--- config.mk ---
export PLATFORM = sky130hd
export DESIGN_NAME = idecode_flat
export DESIGN_NICKNAME = d
export VERILOG_FILES = /design/src/rtl/riscv_pkg.sv /design/src/rtl/idecode_if.sv /design/src/rtl/regfile.sv /design/src/rtl/idecode.sv /design/src/flat_wrapper.sv
export SDC_FILE = /design/constraint.sdc
export NUM_CORES = 2
export LEC_CHECK = 0
export CORE_MARGIN = 2
export CORE_UTILIZATION = 40
export DETAILED_ROUTE_END_ITERATION = 10
export PLACE_DENSITY = 0.66
export RECOVER_POWER = 100
export REMOVE_ABC_BUFFERS = 1
export SLEW_MARGIN = 20
export SYNTH_ARGS = -nofsm -noshare
export SYNTH_HDL_FRONTEND = slang
export SYNTH_SLANG_ARGS = --single-unit
--- constraint.sdc ---
create_clock -name clk -period 98.3 [get_ports clk]
set_input_delay 19.66 -clock clk [delete_from_list [all_inputs] [get_ports clk]]
set_output_delay 19.66 -clock clk [all_outputs]
set_load 0.05 [all_outputs]
--- src/rtl/riscv_pkg.sv ---
// rtl/riscv_pkg.sv - shared RV32 decode encodings and ID/EX record type
package riscv_pkg;

  localparam logic [6:0] OP_LW   = 7'b0000011;
  localparam logic [6:0] OP_SW   = 7'b0100011;
  localparam logic [6:0] OP_R    = 7'b0110011;
  localparam logic [6:0] OP_I    = 7'b0010011;
  localparam logic [6:0] OP_BEQ  = 7'b1100011;
  localparam logic [6:0] OP_JAL  = 7'b1101111;

  localparam logic [2:0] ALU_ADD = 3'b000;
  localparam logic [2:0] ALU_SUB = 3'b001;
  localparam logic [2:0] ALU_AND = 3'b010;
  localparam logic [2:0] ALU_OR  = 3'b011;
  localparam logic [2:0] ALU_SLT = 3'b101;

  localparam logic [1:0] RES_ALU = 2'b00;
  localparam logic [1:0] RES_MEM = 2'b01;
  localparam logic [1:0] RES_PC4 = 2'b10;

  localparam logic [1:0] IMM_I   = 2'b00;
  localparam logic [1:0] IMM_S   = 2'b01;
  localparam logic [1:0] IMM_B   = 2'b10;
  localparam logic [1:0] IMM_J   = 2'b11;

  localparam logic [1:0] ALUOP_ADD  = 2'b00;
  localparam logic [1:0] ALUOP_SUB  = 2'b01;
  localparam logic [1:0] ALUOP_FUNC = 2'b10;

  typedef struct packed {
    logic       reg_write;
    logic       mem_write;
    logic       jump;
    logic       branch;
    logic       alu_src;
    logic [1:0] result_src;
    logic [1:0] imm_src;
    logic [1:0] alu_op;
  } ctrl_t;

  typedef struct packed {
    logic        reg_write;
    logic        mem_write;
    logic        jump;
    logic        branch;
    logic        alu_src;
    logic [1:0]  result_src;
    logic [2:0]  alu_control;
    logic [31:0] rd1;
    logic [31:0] rd2;
    logic [31:0] imm;
    logic [31:0] pc;
    logic [31:0] pc_plus4;
    logic [4:0]  rs1;
    logic [4:0]  rs2;
    logic [4:0]  rd;
  } idex_t;

endpackage

--- src/rtl/idecode_if.sv ---
// rtl/idecode_if.sv - decode-stage bus: IF/ID and writeback inputs, ID/EX outputs
interface idecode_if;
  logic [31:0] InstrD;
  logic [31:0] PCD;
  logic [31:0] PCPlus4D;
  logic        RegWriteW;
  logic [4:0]  RdW;
  logic [31:0] ResultW;
  logic        FlushE;
  logic [4:0]  Rs1D;
  logic [4:0]  Rs2D;
  logic        RegWriteE;
  logic        MemWriteE;
  logic        JumpE;
  logic        BranchE;
  logic        ALUSrcE;
  logic [1:0]  ResultSrcE;
  logic [2:0]  ALUControlE;
  logic [31:0] RD1E;
  logic [31:0] RD2E;
  logic [31:0] ImmExtE;
  logic [31:0] PCE;
  logic [31:0] PCPlus4E;
  logic [4:0]  Rs1E;
  logic [4:0]  Rs2E;
  logic [4:0]  RdE;

  modport master (
    output InstrD, PCD, PCPlus4D, RegWriteW, RdW, ResultW, FlushE,
    input  Rs1D, Rs2D, RegWriteE, MemWriteE, JumpE, BranchE, ALUSrcE,
           ResultSrcE, ALUControlE, RD1E, RD2E, ImmExtE, PCE, PCPlus4E,
           Rs1E, Rs2E, RdE
  );

  modport slave (
    input  InstrD, PCD, PCPlus4D, RegWriteW, RdW, ResultW, FlushE,
    output Rs1D, Rs2D, RegWriteE, MemWriteE, JumpE, BranchE, ALUSrcE,
           ResultSrcE, ALUControlE, RD1E, RD2E, ImmExtE, PCE, PCPlus4E,
           Rs1E, Rs2E, RdE
  );
endinterface

--- src/rtl/regfile.sv ---
// rtl/regfile.sv - 32x32 register file, two bypassing read ports, x0 hardwired
module regfile (
  input  logic        clk,
  input  logic        reset,
  input  logic [4:0]  a1,
  input  logic [4:0]  a2,
  input  logic        we3,
  input  logic [4:0]  a3,
  input  logic [31:0] wd3,
  output logic [31:0] rd1,
  output logic [31:0] rd2
);

  logic [31:0] regs [32];
  logic        wr_en;

  assign wr_en = we3 && (a3 != 5'd0);

  always_ff @(posedge clk or posedge reset) begin
    if (reset) begin
      for (int i = 0; i < 32; i++) regs[i] <= '0;
    end else if (wr_en) begin
      regs[a3] <= wd3;
    end
  end

  // Writeback data is forwarded so decode sees a same-cycle write.
  always_comb begin
    rd1 = '0;
    rd2 = '0;
    if (a1 != 5'd0) rd1 = (wr_en && a3 == a1) ? wd3 : regs[a1];
    if (a2 != 5'd0) rd2 = (wr_en && a3 == a2) ? wd3 : regs[a2];
  end

endmodule

--- src/rtl/idecode.sv ---
// rtl/idecode.sv - RV32 decode stage: control decode, immediate extend, ID/EX register
module idecode
  import riscv_pkg::*;
(
  input  logic       clk,
  input  logic       reset,
  idecode_if.slave   bus
);

  logic [6:0]  opcode;
  logic [2:0]  funct3;
  logic [31:0] instr;
  logic [31:0] rd1;
  logic [31:0] rd2;
  logic [31:0] imm;
  logic [2:0]  alu_control;
  ctrl_t       ctrl;
  idex_t       ex_d;
  idex_t       ex_q;

  assign instr    = bus.InstrD;
  assign opcode   = instr[6:0];
  assign funct3   = instr[14:12];
  assign bus.Rs1D = instr[19:15];
  assign bus.Rs2D = instr[24:20];

  regfile u_rf (
    .clk   (clk),
    .reset (reset),
    .a1    (instr[19:15]),
    .a2    (instr[24:20]),
    .we3   (bus.RegWriteW),
    .a3    (bus.RdW),
    .wd3   (bus.ResultW),
    .rd1   (rd1),
    .rd2   (rd2)
  );

  always_comb begin
    ctrl = '0;
    case (opcode)
      OP_LW:  begin ctrl.reg_write = 1'b1; ctrl.alu_src = 1'b1; ctrl.result_src = RES_MEM;
                    ctrl.imm_src = IMM_I; ctrl.alu_op = ALUOP_ADD; end
      OP_SW:  begin ctrl.mem_write = 1'b1; ctrl.alu_src = 1'b1;
                    ctrl.imm_src = IMM_S; ctrl.alu_op = ALUOP_ADD; end
      OP_R:   begin ctrl.reg_write = 1'b1; ctrl.alu_op = ALUOP_FUNC; end
      OP_I:   begin ctrl.reg_write = 1'b1; ctrl.alu_src = 1'b1;
                    ctrl.imm_src = IMM_I; ctrl.alu_op = ALUOP_FUNC; end
      OP_BEQ: begin ctrl.branch = 1'b1; ctrl.imm_src = IMM_B; ctrl.alu_op = ALUOP_SUB; end
      OP_JAL: begin ctrl.reg_write = 1'b1; ctrl.jump = 1'b1; ctrl.result_src = RES_PC4;
                    ctrl.imm_src = IMM_J; ctrl.alu_op = ALUOP_ADD; end
      default: ctrl = '0;
    endcase
  end

  // Only R-type honours bit 30; addi must stay an add whatever its immediate holds.
  always_comb begin
    alu_control = ALU_ADD;
    case (ctrl.alu_op)
      ALUOP_SUB: alu_control = ALU_SUB;
      ALUOP_FUNC: begin
        case (funct3)
          3'b000:  alu_control = (opcode == OP_R && instr[30]) ? ALU_SUB : ALU_ADD;
          3'b010:  alu_control = ALU_SLT;
          3'b110:  alu_control = ALU_OR;
          3'b111:  alu_control = ALU_AND;
          default: alu_control = ALU_ADD;
        endcase
      end
      default: alu_control = ALU_ADD;
    endcase
  end

  always_comb begin
    imm = '0;
    case (ctrl.imm_src)
      IMM_I: imm = {{20{instr[31]}}, instr[31:20]};
      IMM_S: imm = {{20{instr[31]}}, instr[31:25], instr[11:7]};
      IMM_B: imm = {{20{instr[31]}}, instr[7], instr[30:25], instr[11:8], 1'b0};
      IMM_J: imm = {{12{instr[31]}}, instr[19:12], instr[20], instr[30:21], 1'b0};
      default: imm = '0;
    endcase
  end

  always_comb begin
    ex_d             = '0;
    ex_d.reg_write   = ctrl.reg_write;
    ex_d.mem_write   = ctrl.mem_write;
    ex_d.jump        = ctrl.jump;
    ex_d.branch      = ctrl.branch;
    ex_d.alu_src     = ctrl.alu_src;
    ex_d.result_src  = ctrl.result_src;
    ex_d.alu_control = alu_control;
    ex_d.rd1         = rd1;
    ex_d.rd2         = rd2;
    ex_d.imm         = imm;
    ex_d.pc          = bus.PCD;
    ex_d.pc_plus4    = bus.PCPlus4D;
    ex_d.rs1         = instr[19:15];
    ex_d.rs2         = instr[24:20];
    ex_d.rd          = instr[11:7];
  end

  always_ff @(posedge clk or posedge reset) begin
    if (reset) begin
      ex_q <= '0;
    end else if (bus.FlushE) begin
      ex_q <= '0;
    end else begin
      ex_q <= ex_d;
    end
  end

  assign bus.RegWriteE   = ex_q.reg_write;
  assign bus.MemWriteE   = ex_q.mem_write;
  assign bus.JumpE       = ex_q.jump;
  assign bus.BranchE     = ex_q.branch;
  assign bus.ALUSrcE     = ex_q.alu_src;
  assign bus.ResultSrcE  = ex_q.result_src;
  assign bus.ALUControlE = ex_q.alu_control;
  assign bus.RD1E        = ex_q.rd1;
  assign bus.RD2E        = ex_q.rd2;
  assign bus.ImmExtE     = ex_q.imm;
  assign bus.PCE         = ex_q.pc;
  assign bus.PCPlus4E    = ex_q.pc_plus4;
  assign bus.Rs1E        = ex_q.rs1;
  assign bus.Rs2E        = ex_q.rs2;
  assign bus.RdE         = ex_q.rd;

endmodule

--- src/flat_wrapper.sv ---
// flat-port wrapper written by rule: the top's interface ports become plain ports
module idecode_flat import riscv_pkg::*;
  (clk, reset, bus_InstrD, bus_PCD, bus_PCPlus4D, bus_RegWriteW, bus_RdW, bus_ResultW, bus_FlushE, bus_Rs1D, bus_Rs2D, bus_RegWriteE, bus_MemWriteE, bus_JumpE, bus_BranchE, bus_ALUSrcE, bus_ResultSrcE, bus_ALUControlE, bus_RD1E, bus_RD2E, bus_ImmExtE, bus_PCE, bus_PCPlus4E, bus_Rs1E, bus_Rs2E, bus_RdE);
  idecode_if bus_i ();
  input  logic clk;
  input  logic reset;
  input wire logic [$bits(bus_i.InstrD)-1:0] bus_InstrD;
  input wire logic [$bits(bus_i.PCD)-1:0] bus_PCD;
  input wire logic [$bits(bus_i.PCPlus4D)-1:0] bus_PCPlus4D;
  input wire logic [$bits(bus_i.RegWriteW)-1:0] bus_RegWriteW;
  input wire logic [$bits(bus_i.RdW)-1:0] bus_RdW;
  input wire logic [$bits(bus_i.ResultW)-1:0] bus_ResultW;
  input wire logic [$bits(bus_i.FlushE)-1:0] bus_FlushE;
  output wire logic [$bits(bus_i.Rs1D)-1:0] bus_Rs1D;
  output wire logic [$bits(bus_i.Rs2D)-1:0] bus_Rs2D;
  output wire logic [$bits(bus_i.RegWriteE)-1:0] bus_RegWriteE;
  output wire logic [$bits(bus_i.MemWriteE)-1:0] bus_MemWriteE;
  output wire logic [$bits(bus_i.JumpE)-1:0] bus_JumpE;
  output wire logic [$bits(bus_i.BranchE)-1:0] bus_BranchE;
  output wire logic [$bits(bus_i.ALUSrcE)-1:0] bus_ALUSrcE;
  output wire logic [$bits(bus_i.ResultSrcE)-1:0] bus_ResultSrcE;
  output wire logic [$bits(bus_i.ALUControlE)-1:0] bus_ALUControlE;
  output wire logic [$bits(bus_i.RD1E)-1:0] bus_RD1E;
  output wire logic [$bits(bus_i.RD2E)-1:0] bus_RD2E;
  output wire logic [$bits(bus_i.ImmExtE)-1:0] bus_ImmExtE;
  output wire logic [$bits(bus_i.PCE)-1:0] bus_PCE;
  output wire logic [$bits(bus_i.PCPlus4E)-1:0] bus_PCPlus4E;
  output wire logic [$bits(bus_i.Rs1E)-1:0] bus_Rs1E;
  output wire logic [$bits(bus_i.Rs2E)-1:0] bus_Rs2E;
  output wire logic [$bits(bus_i.RdE)-1:0] bus_RdE;
  assign bus_i.InstrD = bus_InstrD;
  assign bus_i.PCD = bus_PCD;
  assign bus_i.PCPlus4D = bus_PCPlus4D;
  assign bus_i.RegWriteW = bus_RegWriteW;
  assign bus_i.RdW = bus_RdW;
  assign bus_i.ResultW = bus_ResultW;
  assign bus_i.FlushE = bus_FlushE;
  assign bus_Rs1D = bus_i.Rs1D;
  assign bus_Rs2D = bus_i.Rs2D;
  assign bus_RegWriteE = bus_i.RegWriteE;
  assign bus_MemWriteE = bus_i.MemWriteE;
  assign bus_JumpE = bus_i.JumpE;
  assign bus_BranchE = bus_i.BranchE;
  assign bus_ALUSrcE = bus_i.ALUSrcE;
  assign bus_ResultSrcE = bus_i.ResultSrcE;
  assign bus_ALUControlE = bus_i.ALUControlE;
  assign bus_RD1E = bus_i.RD1E;
  assign bus_RD2E = bus_i.RD2E;
  assign bus_ImmExtE = bus_i.ImmExtE;
  assign bus_PCE = bus_i.PCE;
  assign bus_PCPlus4E = bus_i.PCPlus4E;
  assign bus_Rs1E = bus_i.Rs1E;
  assign bus_Rs2E = bus_i.Rs2E;
  assign bus_RdE = bus_i.RdE;
  idecode u_core (.clk(clk), .reset(reset), .bus(bus_i));
endmodule
# Word-level counts from Yosys, hierarchy flattened
# Cells that the tools add are included.
# totals
reg_bits	1209
elab_cells	109
out_inout_bits	195
inputBits	137
# classes
n_eq_ne	16
bitwise	3
n_reduce_logical	13
mux	26
magnitude_cmp	4
# op_table
op	n
bitwise mux 1024 bit	1
binary-select mux 32 bit (select 5 bit)	2
two-way mux 32 bit	9
two-way mux 185 bit	1
demux 32 bit (select 5 bit)	1
case mux 32 bit (4 select lines)	1
greater-or-equal comparator 6 bit, second input constant	3
inverter 5 -> 6 bit	3
nonzero test 5 bit	3
== test 7 x 6 -> 1 bit, second input constant	2
== test 7 bit, second input constant	2
case mux 3 bit (4 select lines)	1
== test 5 bit	2
case mux 2 bit (2 select lines)	2
== test 7 x 2 -> 1 bit, second input constant	1
== test 7 x 5 -> 1 bit, second input constant	1
== test 2 bit, second input constant	3
== test 3 bit, second input constant	2
< comparator 6 x 1 -> 1 bit, second input constant	1
two-way mux 1 bit	6
case mux 2 bit (3 select lines)	1
case mux 3 bit (2 select lines)	1
logical AND 1 bit	5
== test 2 x 1 -> 1 bit, second input constant	2
other kinds (6)	6

# Depth between registers and ports, before layout
# logic_depth
depth_word	7
mapped_depth	9
depth_no_buf	7

# Modules after synthesis
# From an unflattened synthesis, not the netlist that was laid out.
# hier_totals
cells_unflattened	4300
hier_area_um2	61390.1
# by_module_without_submodules
module	area_each_um2	cells_each	instances
regfile	55454.4	3874	1
idecode	5935.7	426	1

# Worst setup path after synthesis
# No wires, ideal clock.
# synth_timing
path_type	input to output
start	input bus_InstrD[15]
end	output bus_Rs1D[0]
stages	1
path_slack_ns	58.810
t_arrival_ns	19.830
cell_sequence	buf_4
# synth_lines
element	line_no	text
start: declaration	flat_wrapper.sv:7	input wire logic [$bits(bus_i.InstrD)-1:0] bus_InstrD;
end: declaration	flat_wrapper.sv:14	output wire logic [$bits(bus_i.Rs1D)-1:0] bus_Rs1D;
# No word-level cell between the ends.

# Worst setup path in the final report
# layout_timing
start	input bus_InstrD[20]
end	output bus_Rs2D[0]
# layout_lines
element	line_no	text
end: declaration	flat_wrapper.sv:15	output wire logic [$bits(bus_i.Rs2D)-1:0] bus_Rs2D;
# No word-level cell between the ends.

==> results.txt <==
----------------------------------------------------
[Pwr]
  Internal Dissipation ... around 1.0 mW
  Worst vdd rail ir drop ... 15.2 uV
  Static leakage power ... about 30 nW
  Switching power ... between 0.3 and 0.4 mW
  Switching Fraction ... between 20 and 30%
  Share of power burned in registers ... between 40% and 50%
  Total Power ... between 1 and 1.5 mW
  Part of the power in the clock network ... 35.4%
  Share of power burned in combinational logic ... between 15 and 20%
  Cell area power density ... between 20 and 25 mW/mm2

[Synthesis]
  Gate count after technology mapping ... about 4.2k
  Count of flip-flops with a built-in enable after synthesis ... 0
  Cell area after synthesis ... a little over 0.06 mm2
  Top-area cell type share of the netlist area ... around half
  Mean instance size in the synthesized netlist ... between 10 and 15 um2
  Post-synth top area cell ... dfrtp_1
  Most common flop cell mapped by yosys ... dfrtp_1
  Proportion of synthesized chip area in sequential cells ... 49.6%
  Warning count from the yosys run ... 0
  Area contributors post-synth ... dfrtp_1 (50%), mux2_2 (18%), mux4_2 (14%), mux2i_1 (4.6%), clkbuf_1 (1.5%)
  Share of synthesized registers carrying an async set or reset ... 100%
  Synth Register Bits ... 1197
  Count of different cell masters after synthesis ... 58

[Drt]
  First drt pass iteration count ... 5
  Vias per cell ... around 6
  Total DRC errors in the routed layout ... 0
  Total length of routed wires ... about 190000 um
  Antenna violation net count after detailed routing ... 0
  Violation count after the first detailed-route iteration ... roughly 3.3k
  Routed length per placed instance ... ~30 um
  Total vias in the final route ... between 30k and 40k

[Worst setup path]
  Worst EP arrival ... approximately 23000 ps
  Critical path's top delay family ... buffers and inverters
  Cell at the slowest stage of the critical path ... clkbuf_1
  Destination of the worst register-to-register timing path ... u_core.bus.RD2E[31]
  Critical path capture point type ... output port
  Reg-to-reg setup timing slack ... between 90000 and 100000 ps
  Classification of the worst setup path ... input pin to output port
  Crit-path max FO ... 33
  Startpoint type of the worst setup path ... input pin
  Cell count along the critical path ... 2
  Register-to-Register Path Depth ... 4
  Series of cell instances along the critical path ... clkbuf_1 > dlygate4sd3_1
  Worst stage delay on the critical path ... ~2100 ps
  Buffers plus inverters on the worst setup path ... 2
  Required time at the endpoint of the critical path ... a little under 80000 ps
  Startpoint of the worst-slack reg-to-reg timing path ... u_core.u_rf.regs[287]

[Finish]
  Share of layout cells above drive strength 1 ... 37.9%
  Final non-filler cell total ... around 6.5k
  Area Growth Syn to Fin ... 14.6%
  Sequential cell area ... roughly 0.03 mm2
  Most common library cell in the layout ignoring fill and taps ... dfrtp_1
  Net count of the finished layout ... around 4.5k
  Combined area of the multi-input logic cells ... approximately 0.028 mm2
  Core occupancy in the finished layout ... 46.2%
  Number of fillers in the final layout ... roughly 13k
  Non-Filler Cell Area, Final ... approximately 0.069 mm2
  Leading cell types in the layout, fill and taps excluded ... dfrtp_1 (1197), mux2_2 (981), mux4_2 (386), mux2i_1 (277), dlygate4sd3_1 (200)

[Timing]
  Worst clock skew ... about 20 ps
  Final count of pins violating max slew ... roughly 2.3k
  Final critical-path required period ... between 40000 and 50000 ps
  Unrepaired setup endpoints after global routing ... false
  Setup total negative slack ... 0 ps
  Post-route clock period utilization ... between 40% and 50%
  Normalized max-slew margin ... -530%
  Total of endpoints with negative setup slack in the final report ... 0
  Actual transition at the worst max-transition pin ... 9450 ps
  Hold Slack ... around 400 ps
  Final Worst Setup Slack ... ~56000 ps
  Count of endpoints failing hold in the final timing report ... 0
  Fmax ... approximately 0.023 GHz

[Flow run]
  Max-cap check violation count ... 60

[Die]
  Initial Util ... about two fifths
  Top-Level Pins ... approximately 330
  Row count ... roughly 140
  Horizontal extent of the die ... between 300 and 400 um
  Die Ht ... a little under 400 um
  Core Box Area ... about 0.15 mm2
  Die outline area ... approximately 0.15 mm2

[Outcome]
  Violations in the final reports ... max-capacitance violations, max-slew violations
  Run status ... finished, violations left

[Clock tree]
  Total of hold buffers inserted after clock tree synthesis ... 0
  Buffers inserted during post-CTS setup optimization ... 0
  TritonCTS clock tree ... yes
  TritonCTS sink count ... approximately 1.2k
  Clk_lat worst skew ... just under 800 ps
  H-tree level count ... 4
  Bufs on Longest Clock Path ... 3
  Master cell of the clock root buffer ... clkbuf_16
  Clock input transition at the sequential cells of the worst setup and hold paths ... around 60 ps
  CTS Buf Count ... between 100 and 150
  Post_cts resized ... 0

[Hold path]
  Count of cells along the worst hold path ... 0
  Hold Crit Class ... register to register
  Launch point of the worst hold path ... u_core.u_rf.regs[992]
  Endpoint of the worst hold-timing path ... u_core.u_rf.regs[992]

[Placed design]
  HPWL reported at the end of detailed placement ... about 110000 um
  IO Port Bufs ... between 300 and 400
  Cell area after placement ... ~0.065 mm2
  # placed instances ... between 6k and 7k
  Worst setup slack before clock tree synthesis ... about 57000 ps
  Final weighted congestion in routability-driven placement ... between 0.7 and 0.8

[Global routing]
  Overall fraction of global-route tracks in use ... between 20% and 30%
  Maximum number of pins on one net before global-route repair ... 179
  Wire length of the first global-routing pass ... around 280000 um
  Grt total ovfl ... 0
  Via count of the first global-routing pass ... between 40k and 50k
  Antenna violations before repair ... 14

----------------------------------------------------
logic make-up (layout without fill, tap and decap cells):
family | count (synthesis) | in the layout | share of synthesized area (%)
AO/OA/AOI/OAI | 460 | 460 | 5.60
XOR/XNOR | 10 | 10 | 0.145
adder cells (fa/ha/maj) | 2 | 2 | 0.0415
buffers and inverters | 488 | 688 | 3.56
flip-flops | 1197 | 1197 | 49.6
multiplexers | 1655 | 1655 | 37.5
other | 0 | 5 | 0
AND/OR/NAND/NOR | 428 | 428 | 3.51
area by class of cell:
class	count	area share, %
flip-flops and latches	1197	43.3
multi-input cells	2555	41.1
repair buffers	445	5.66
clock buffers	193	5.65
well taps	2016	3.65
clock inverters	41	0.603
inverters	9	0.0525
diodes	5	0.0181
Yosys cell counts (all sizes together), types with 32 or more instances:
cell type  instances
mux2             992
mux4             386
nand3             59
nand2            107
a221oi            96
clkbuf           242
buf              237
nor2b             83
o22ai             46
nor3              47
a22oi             73
o21ai             42
a21oi            106
nor2              86
mux2i            277
dfrtp           1197
a2111o            32
how the worst max path moves through the flow:
stage	from	slack (ps)	end
finish	bus_InstrD[20]	55740	bus_Rs2D[0]
global route	reset	54560	u_core.u_rf.regs[821]
CTS	bus_InstrD[24]	57200	bus_Rs2D[4]
detailed placement	bus_InstrD[24]	57220	bus_Rs2D[4]
global placement	bus_InstrD[24]	57220	bus_Rs2D[4]
floorplan	reset	44920	u_core.bus.ALUControlE[0]
power groups by stage:
stage	sequential, mW	combinational, mW	clock, mW
finish	0.637	0.273	0.498
global route	0.647	0.292	0.529
CTS	0.634	0.277	0.508
detailed placement	0.643	0.276	0
global placement	0.637	0.270	0
floorplan	0.646	0.178	0
flip-flops by register name (all words and copies together) (netlist names):
register	count
u_core.bus.RD2E	32
u_core.u_rf.regs	1024
u_core.bus.PCE	32
u_core.bus.ResultSrcE	1
u_core.bus.MemWriteE	1
u_core.bus.RdE	5
u_core.bus.Rs2E	5
u_core.bus.ImmExtE	21
u_core.bus.ALUSrcE	1
u_core.bus.BranchE	1
u_core.bus.ALUControlE	3
u_core.bus.RD1E	32
u_core.bus.JumpE	1
u_core.bus.RegWriteE	1
u_core.bus.PCPlus4E	32
u_core.bus.Rs1E	5
metal layers:
metal	track usage [%]	vias to the layer above	routed length, um
met5	0	-	12
met3	5.26	420	14700
li1	-	16374	-
met1	32.4	21220	77300
met4	9.43	2	7430
met2	39.6	1694	89800
No activity file was read; power rests on OpenSTA's default activity.
